<file path="src/rtl/lvl1_sig.sv">
// Serial signature compactor for the lvl1 test stage output.
// Captures WIN din samples into an LFSR signature and a ones count.
module lvl1_sig #(
  parameter int unsigned WIN  = 64,
  parameter logic [15:0] SEED = 16'h0000,
  parameter logic [15:0] POLY = 16'h1021
) (
  input  logic        clk,
  input  logic        rst,
  input  logic        din,
  input  logic        start,
  input  logic        ack,
  output logic        busy,
  output logic        done,
  output logic [15:0] sig,
  output logic [7:0]  ones
);

  typedef enum logic [1:0] {
    IDLE = 2'd0,
    RUN  = 2'd1,
    HOLD = 2'd2
  } state_e;

  localparam logic [7:0] LAST = 8'(WIN - 1);

  state_e      state_q, state_d;
  logic        busy_q, busy_d;
  logic        done_q, done_d;
  logic [15:0] sig_q, sig_d;
  logic [7:0]  ones_q, ones_d;
  logic [7:0]  cnt_q, cnt_d;
  logic [15:0] sig_shift;

  always_comb begin
    sig_shift = {sig_q[14:0], 1'b0}
              ^ (sig_q[15] ? POLY : 16'h0000)
              ^ {15'b0, din};
  end

  always_comb begin
    state_d = state_q;
    busy_d  = busy_q;
    done_d  = done_q;
    sig_d   = sig_q;
    ones_d  = ones_q;
    cnt_d   = cnt_q;
    unique case (state_q)
      IDLE: begin
        if (start) begin
          state_d = RUN;
          busy_d  = 1'b1;
          sig_d   = SEED;
          ones_d  = 8'h00;
          cnt_d   = 8'h00;
        end
      end
      RUN: begin
        sig_d = sig_shift;
        cnt_d = cnt_q + 8'd1;
        if (din && ones_q != 8'hFF)
          ones_d = ones_q + 8'd1;
        // done rises on the edge that takes the final sample
        if (cnt_q == LAST) begin
          state_d = HOLD;
          busy_d  = 1'b0;
          done_d  = 1'b1;
        end
      end
      HOLD: begin
        if (ack) begin
          state_d = IDLE;
          done_d  = 1'b0;
        end
      end
      default: begin
        state_d = IDLE;
        busy_d  = 1'b0;
        done_d  = 1'b0;
      end
    endcase
  end

  always_ff @(posedge clk or negedge rst) begin
    if (!rst) begin
      state_q <= IDLE;
      busy_q  <= 1'b0;
      done_q  <= 1'b0;
      sig_q   <= SEED;
      ones_q  <= 8'h00;
      cnt_q   <= 8'h00;
    end else begin
      state_q <= state_d;
      busy_q  <= busy_d;
      done_q  <= done_d;
      sig_q   <= sig_d;
      ones_q  <= ones_d;
      cnt_q   <= cnt_d;
    end
  end

  assign busy = busy_q;
  assign done = done_q;
  assign sig  = sig_q;
  assign ones = ones_q;

endmodule

</file>
<file path="config.mk">
export PLATFORM = sky130hd
export DESIGN_NAME = lvl1_sig
export DESIGN_NICKNAME = d
export VERILOG_FILES = /design/src/rtl/lvl1_sig.sv
export SDC_FILE = /design/constraint.sdc
export NUM_CORES = 1
export LEC_CHECK = 0
export ABC_AREA = 1
export CAP_MARGIN = 25
export CORE_MARGIN = 2
export CORE_UTILIZATION = 51
export CTS_CLUSTER_DIAMETER = 150
export DETAILED_ROUTE_END_ITERATION = 8
export PLACE_DENSITY = 0.83
export SETUP_SLACK_MARGIN = 0.1
export SYNTH_ARGS = -nofsm -noshare
export SYNTH_HDL_FRONTEND = slang
export SYNTH_SLANG_ARGS = --single-unit
</file>
<file path="constraint.sdc">
create_clock -name clk -period 1.9 [get_ports clk]
set_input_delay 0.57 -clock clk [delete_from_list [all_inputs] [get_ports clk]]
set_output_delay 0.57 -clock clk [all_outputs]
set_load 0.02 [all_outputs]
</file>
==> results.md, run 1 <==
* Flops & latches, synth at 36
* DR pass1 iterations at 4
* Die area at 3740 um2
* Final Slew Violations at 0
* Post-Synth Adder-Cell Area at 0.0150
* Drt via density at 5.14
* Data arrival time of the worst path at 1.15 ns
* Leak pwr at 1.01 nW
* # clock sinks at 36
* Final setup vio count at 0
* Detail-routed net length per standard cell at 12.0 um
* Vias in the first global route at 1249
* Placed Instances at 262
* Root Driver: clkbuf_4
* Startpoint Class: flip-flop
* Clock Latency Late Sink at 0.34 ns
* Mapped Cells at 188
* IO Pins at 31
* Core box area at 3080 um2
* Seq pwr share at 0.420
* Routability congestion estimate at 0.787
* CTS buffer count at 5
* Max clock buf depth at 2
* Peak Freq at 580 MHz
* Reg clk slew, reported paths at 0.10 ns
* WL final at 3220 um
* CP Cell Sequence: dlygate4sd2_1
* Global-route usage over all layers at 0.204
* Slew Limit Headroom at 0.754
* Cell row count at 20
* Slowest-stage cell, CP: dfrtp_1
* Sequential share of the synthesized area at 0.541
* Sw Ratio at 0.425
* Layout area overhead at 24.2%
* Die W at 61.2 um
* CP top delay family: flip-flops
* Initial drt markers at 71
* PD cells at 1530 nW/um2
* Synth Cell Area at 1670 um2
* Final period utilization at 0.907
* Most frequent cells in the layout: 36 x dfrtp_1, 35 x nand2_1, 27 x inv_1
* Worst Tran Pin Value at 0.368 ns
* Skew final at 0.0113 ns
* Run status: finished, final reports clean
* Inserted Diodes at 0
* Clock power frac at 0.118
* Initial antenna violation count at 0
* Post-synthesis mux area share at 0.00601
* Post-Layout Cell Count at 269
* Post-Synth XOR/XNOR Area at 0.0315
* WP buf/inv at 1
* Psw at 1.35 mW
* Total negative slack at 0 ns
* DRC at 0
* Syn. warnings at 0
* CP Max Fanout at 6
* Total global routing overflow at 0
* Detail Route Antenna Nets at 0
* Die height at 61.2 um
* Main combinational cell family by area after synthesis: simple AND/OR/NAND/NOR gates
* First-pass GRT wire length at 5370 um
* Combinational share of power at 0.462
* Pin count of the biggest net entering global routing at 37
* Final #Nets at 232
* Final hold vios at 0
* Initial core utilization at 0.541
* Endpoint class of the critical path: output port
* Crit path largest cell delay at 0.46 ns
* # port buffers at 30
* Share of cells above drive strength 1 at 0.0844
* Synth Area in Compound Gates at 0.133
* Hold Crit Class: flip-flop to flip-flop
* CP required at 1.33 ns
* CTS tree: built
* Simple-gate portion of the synthesized area at 0.194
* Max_cap viols at 0
* Avg Cell Area, Syn at 8.86 um2
* WS Path Type: flip-flop to output port
* Placed wire-length estimate at 2360 um
* Post-CTS setup buffer count at 0
* Distinct cells, synth at 27
* Vias at 1384
* Net Count, Synth at 195
* Commonest non-fill, non-tap cell in the layout: dfrtp_1
* H-Tree Depth at 2
* Unrepaired setup endpoints after global routing: no
* Min cycle time layout at 1.72 ns
* VDD IR-drop max at 990 uV
* Internal cell power at 1.83 mW
-- flip-flops by register name, summed over array words and instances (netlist names) --
| name | flops |
|---|---|
| busy | 1 |
| done | 1 |
| sig | 16 |
| state_q | 2 |
| ones | 8 |
| cnt_q | 8 |
-- layout make-up --
cell class,instances,area [um2]
Clock inverter,1,5.00
Multi-Input combinational cell,119,632
Sequential cell,36,901
Timing Repair Buffer,35,330
Clock buffer,6,41.3
Fill cell,266,1010
Inverter,28,105
Tap cell,44,55.1
-- Yosys cell counts (all sizes together) --
library cell	n	area (um2)
or2	1	6.26
xnor2	5	43.8
inv	28	105
o21a	1	7.51
o22ai	14	87.6
mux2i	1	10.0
nand2	38	150
a21oi	4	31.3
nand3b	1	7.51
xor2	1	8.76
o31ai	1	7.51
o21ai	16	80.1
clkbuf	1	3.75
nand3	20	100
nor2	13	58.8
o21bai	1	7.51
ha	2	25.0
dfrtp	36	901
buf	4	25.0
-- metrics by stage --
step	total power [mW]	hold slack (ns)	cell area, um2	setup WS (ns)	util
after global placement	2.96	0.463	2060	0.0947	0.668
after global routing	3.43	0.537	2070	0.108	0.672
after CTS	3.20	0.484	2070	0.166	0.672
after detailed placement	3.01	0.465	2060	0.0819	0.668
final	3.17	0.476	2070	0.177	0.672
after floorplan	2.31	0.274	1670	0.402	-
-- power groups by stage --
stage	Sequential, mW	Clock, mW	Combinational [mW]
floorplan	1.63	0	0.674
global placement	1.35	0	1.61
detailed placement	1.36	0	1.65
CTS	1.34	0.384	1.48
global route	1.39	0.419	1.62
finish	1.33	0.374	1.47
-- path summary, 6_finish.rpt --
kind | from | to | slack [ns] | cells after the start
setup / recovery | ones[5]$_DFFE_PN0P_ | ones[5] | 0.18 | 1
hold / removal | busy$_DFFE_PN0P_ | busy$_DFFE_PN0P_ | 0.48 | 2
setup reg to reg | ones[0]$_DFFE_PN0P_ | ones[7]$_DFFE_PN0P_ | 0.35 | 6
hold reg to reg | busy$_DFFE_PN0P_ | busy$_DFFE_PN0P_ | 0.48 | 2
max in group asynchronous | rst | sig[6]$_DFFE_PN0P_ | 1.12 | 2
min in group asynchronous | rst | cnt_q[2]$_DFFE_PN0P_ | 0.60 | 2
-- worst register-to-register path: cells and delay by family (launching register included) --
family	cells	cell delay, ns
compound gates	2	0.44
fa+ha+maj	1	0.20
flops	1	0.44
simple gates	3	0.34
-- cells by family (layout without fill, tap and decap cells) --
logic type	count (synthesis)	after routing
compound gates	37	37
fa+ha+maj	2	2
flops	36	36
simple gates	73	73
xor+xnor	6	6
mux	1	1
buf+inv	33	70
-- per-layer routing --
layer / vias up / part of all wire / GRT usage
met1: 654 / 0.44 / 0.246
li1: 697 / - / -
met3: 4 / 0.043 / 0.0630
met2: 29 / 0.50 / 0.334
met4: 0 / 0.016 / 0.0932
met5: - / 0 / 0
-- what timing repair did --
item                       CTS  global route
hold buffers                 0             0
gates resized for setup     26             0
setup endpoints to repair   26             0
(Power assumes the default switching activity.)
==> run 2: changes to the inputs <==
--- a/config.mk
+++ b/config.mk
@@ -5,10 +5,9 @@
 export SDC_FILE = /design/constraint.sdc
 export NUM_CORES = 1
 export LEC_CHECK = 0
-export ABC_AREA = 1
 export CAP_MARGIN = 25
 export CORE_MARGIN = 2
-export CORE_UTILIZATION = 51
+export CORE_UTILIZATION = 50
 export CTS_CLUSTER_DIAMETER = 150
 export DETAILED_ROUTE_END_ITERATION = 8
 export PLACE_DENSITY = 0.83
==> run 2 against run 1 <==
Net effect:
- first-iteration DRC count decreased by 32%
- critical path type unchanged
- die area decreased by 2.6%
- hold slack improved by 0.033 ns
- global-route usage increased by 1.0 points
- synthesized cell count decreased by 24%
==> results.md, run 2 <==
* Number of synthesized flops with an enable pin at 0
* VDD IR-drop max at 799 uV
* CP top delay family: flip-flops
* Vias in the first global route at 1274
* CTS tree: built
* Mapped Cells at 142
* Final #Nets at 189
* Sequential share of the synthesized area at 0.567
* Peak Freq at 585 MHz
* Final period utilization at 0.899
* Combinational share of power at 0.427
* # port buffers at 30
* Endpoint class of the critical path: output port
* Largest register FFs at 16
* Dominant cells by area after synthesis: dfrtp_1 57%, a22o_1 7.7%, o21ai_1 3.2%
* Die W at 60.4 um
* Max_cap viols at 0
* Async S/R FF share, synth at 1.00
* Sw Ratio at 0.402
* Max clock buf depth at 2
* Distinct cells, synth at 39
* Synth Cell Area at 1590 um2
* Cell row count at 20
* Run status: finished, final reports clean
* Reg clk slew, reported paths at 0.11 ns
* Detail Route Antenna Nets at 0
* Share of cells above drive strength 1 at 0.120
* Net Count, Synth at 149
* Crit path largest cell delay at 0.45 ns
* Hold Crit Class: flip-flop to flip-flop
* First-pass GRT wire length at 5720 um
* Min cycle time layout at 1.71 ns
* WS Path Type: flip-flop to output port
* Internal cell power at 2.02 mW
* Final hold vios at 0
* Clock Latency Late Sink at 0.34 ns
* Top cell type's share of synthesized area at 0.567
* Pin count of the biggest net entering global routing at 37
* WP buf/inv at 1
* Detail-routed net length per standard cell at 14.6 um
* Vias at 1280
* Post-Layout Cell Count at 227
* Core box area at 3030 um2
* Placed wire-length estimate at 2460 um
* Slowest-stage cell, CP: dfrtp_1
* Data arrival time of the worst path at 1.14 ns
* Final setup vio count at 0
* Seq pwr share at 0.414
* Total global routing overflow at 0
* Root Driver: clkbuf_4
* Leak pwr at 0.927 nW
* DR pass1 iterations at 4
* Initial core utilization at 0.524
* Flops & latches, synth at 36
* IO Pins at 31
* Startpoint Class: flip-flop
* Global-route usage over all layers at 0.214
* DRC at 0
* Final Slew Violations at 0
* Post-synthesis cell type with the largest combined area: dfrtp_1
* CP Cell Sequence: dlygate4sd2_1
* Inserted Diodes at 0
* Layout fillers at 259
* Placed Instances at 219
* Drt via density at 5.64
* Post-CTS Hold Fix Bufs at 0
* Slew Limit Headroom at 0.791
* Predominant post-synthesis flop cell: dfrtp_1
* # clock sinks at 36
* Post-CTS setup buffer count at 0
* Skew final at 0.0180 ns
* H-Tree Depth at 2
* Area of the multi-input gates at 653 um2
* Psw at 1.36 mW
* Initial antenna violation count at 0
* PD cells at 1640 nW/um2
* Routability congestion estimate at 0.800
* Initial drt markers at 48
* Commonest non-fill, non-tap cell in the layout: dfrtp_1
* Syn. warnings at 0
* CP required at 1.33 ns
* Most frequent cells in the layout: 35 x dfrtp_1, 26 x dlygate4sd2_1, 14 x a22o_1
* Unrepaired setup endpoints after global routing: no
* CP Max Fanout at 6
* Die height at 60.4 um
* Top-count cell post-synth: dfrtp_1
* Register area at 902 um2
* Commonest cells post-synth: 36 x dfrtp_1, 14 x a22o_1, 13 x nand2_1
* Worst Tran Pin Value at 0.313 ns
* Layout area overhead at 29.4%
* Die area at 3640 um2
* Total negative slack at 0 ns
* CTS buffer count at 5
* Avg Cell Area, Syn at 11.2 um2
* Clock power frac at 0.159
* WL final at 3320 um
==> run 2: changes by cell type in the layout (fill, tap and decap cells not counted), moves of 7 or more <==
cell     change
a22o_1      +14
inv_1       -24
nand2_1     -22
nand3_1     -12
nor2_1       -7
o21ai_0      -7
o22ai_1     -13
==> run 2: power by group through the flow <==
stage,combinational [mW],sequential (mW),clock (mW)
6_report,1.44,1.40,0.536
5_1_grt,1.58,1.46,0.575
4_1_cts,1.46,1.40,0.545
3_5_place_dp,1.62,1.43,0
3_3_place_gp,1.56,1.40,0
2_1_floorplan,0.602,1.68,0
==> run 2: metrics by stage <==
step	hold WS (ns)	power (mW)	setup slack, ns	util	instance area (um2)
final	0.509	3.38	0.191	0.679	2050
after global routing	0.533	3.61	0.101	0.679	2050
after CTS	0.506	3.41	0.141	0.678	2050
after detailed placement	0.487	3.05	0.0411	0.662	2010
after global placement	0.477	2.96	0.0685	0.662	2010
after floorplan	0.274	2.29	0.143	-	1590
==> run 2: layout make-up <==
type	instances	share of cell area
sequential	36	0.439
multi-input combinational	98	0.318
timing repair buffer	38	0.172
tap	44	0.0268
clock inverter	3	0.0207
clock buffer	5	0.0183
inverter	3	0.00548
==> run 2: cells by family after synthesis <==
kind of cell / synth area share
AOI/OAI and AO/OA: 0.222
and+or+nand+nor: 0.143
DFF: 0.567
buffers and inverters: 0.0213
xor gates and xnor gates: 0.0166
muxes: 0.0134
adders and majority gates: 0.0158
==> run 2: final timing paths <==
path                                            from              endpoint  slack [ns]  cells past startpoint
worst max-delay path             ones[3]$_DFFE_PN0P_               ones[3]        0.19                      1
worst min-delay path            cnt_q[4]$_DFFE_PN0P_  cnt_q[4]$_DFFE_PN0P_        0.51                      1
worst max register to register   ones[0]$_DFFE_PN0P_   ones[5]$_DFFE_PN0P_        0.20                      5
worst min register to register  cnt_q[4]$_DFFE_PN0P_  cnt_q[4]$_DFFE_PN0P_        0.51                      1
max in group asynchronous                        rst   ones[4]$_DFFE_PN0P_        1.12                      2
min in group asynchronous                        rst  cnt_q[6]$_DFFE_PN0P_        0.58                      2
==> run 2: timing repair <==
action                     4_1_cts  5_1_grt
resized for setup               26        1
gates cloned                     0        0
setup endpoints to repair       26        1
==> run 2: per-layer routing <==
| layer | global-route usage | routed length [um] |
|---|---|---|
| met1 | 0.286 | 1520 |
| met2 | 0.342 | 1620 |
| met3 | 0.0426 | 124 |
| met4 | 0.0921 | 42 |
| met5 | 0 | 0 |
==> run 3: changes to the inputs <==
--- a/config.mk
+++ b/config.mk
@@ -15,3 +15,4 @@
 export SYNTH_ARGS = -nofsm -noshare
 export SYNTH_HDL_FRONTEND = slang
 export SYNTH_SLANG_ARGS = --single-unit
+export TNS_END_PERCENT = 30
==> results of run 3 <==
No change in the layout: final DEF, timing and power equal those of run 2.
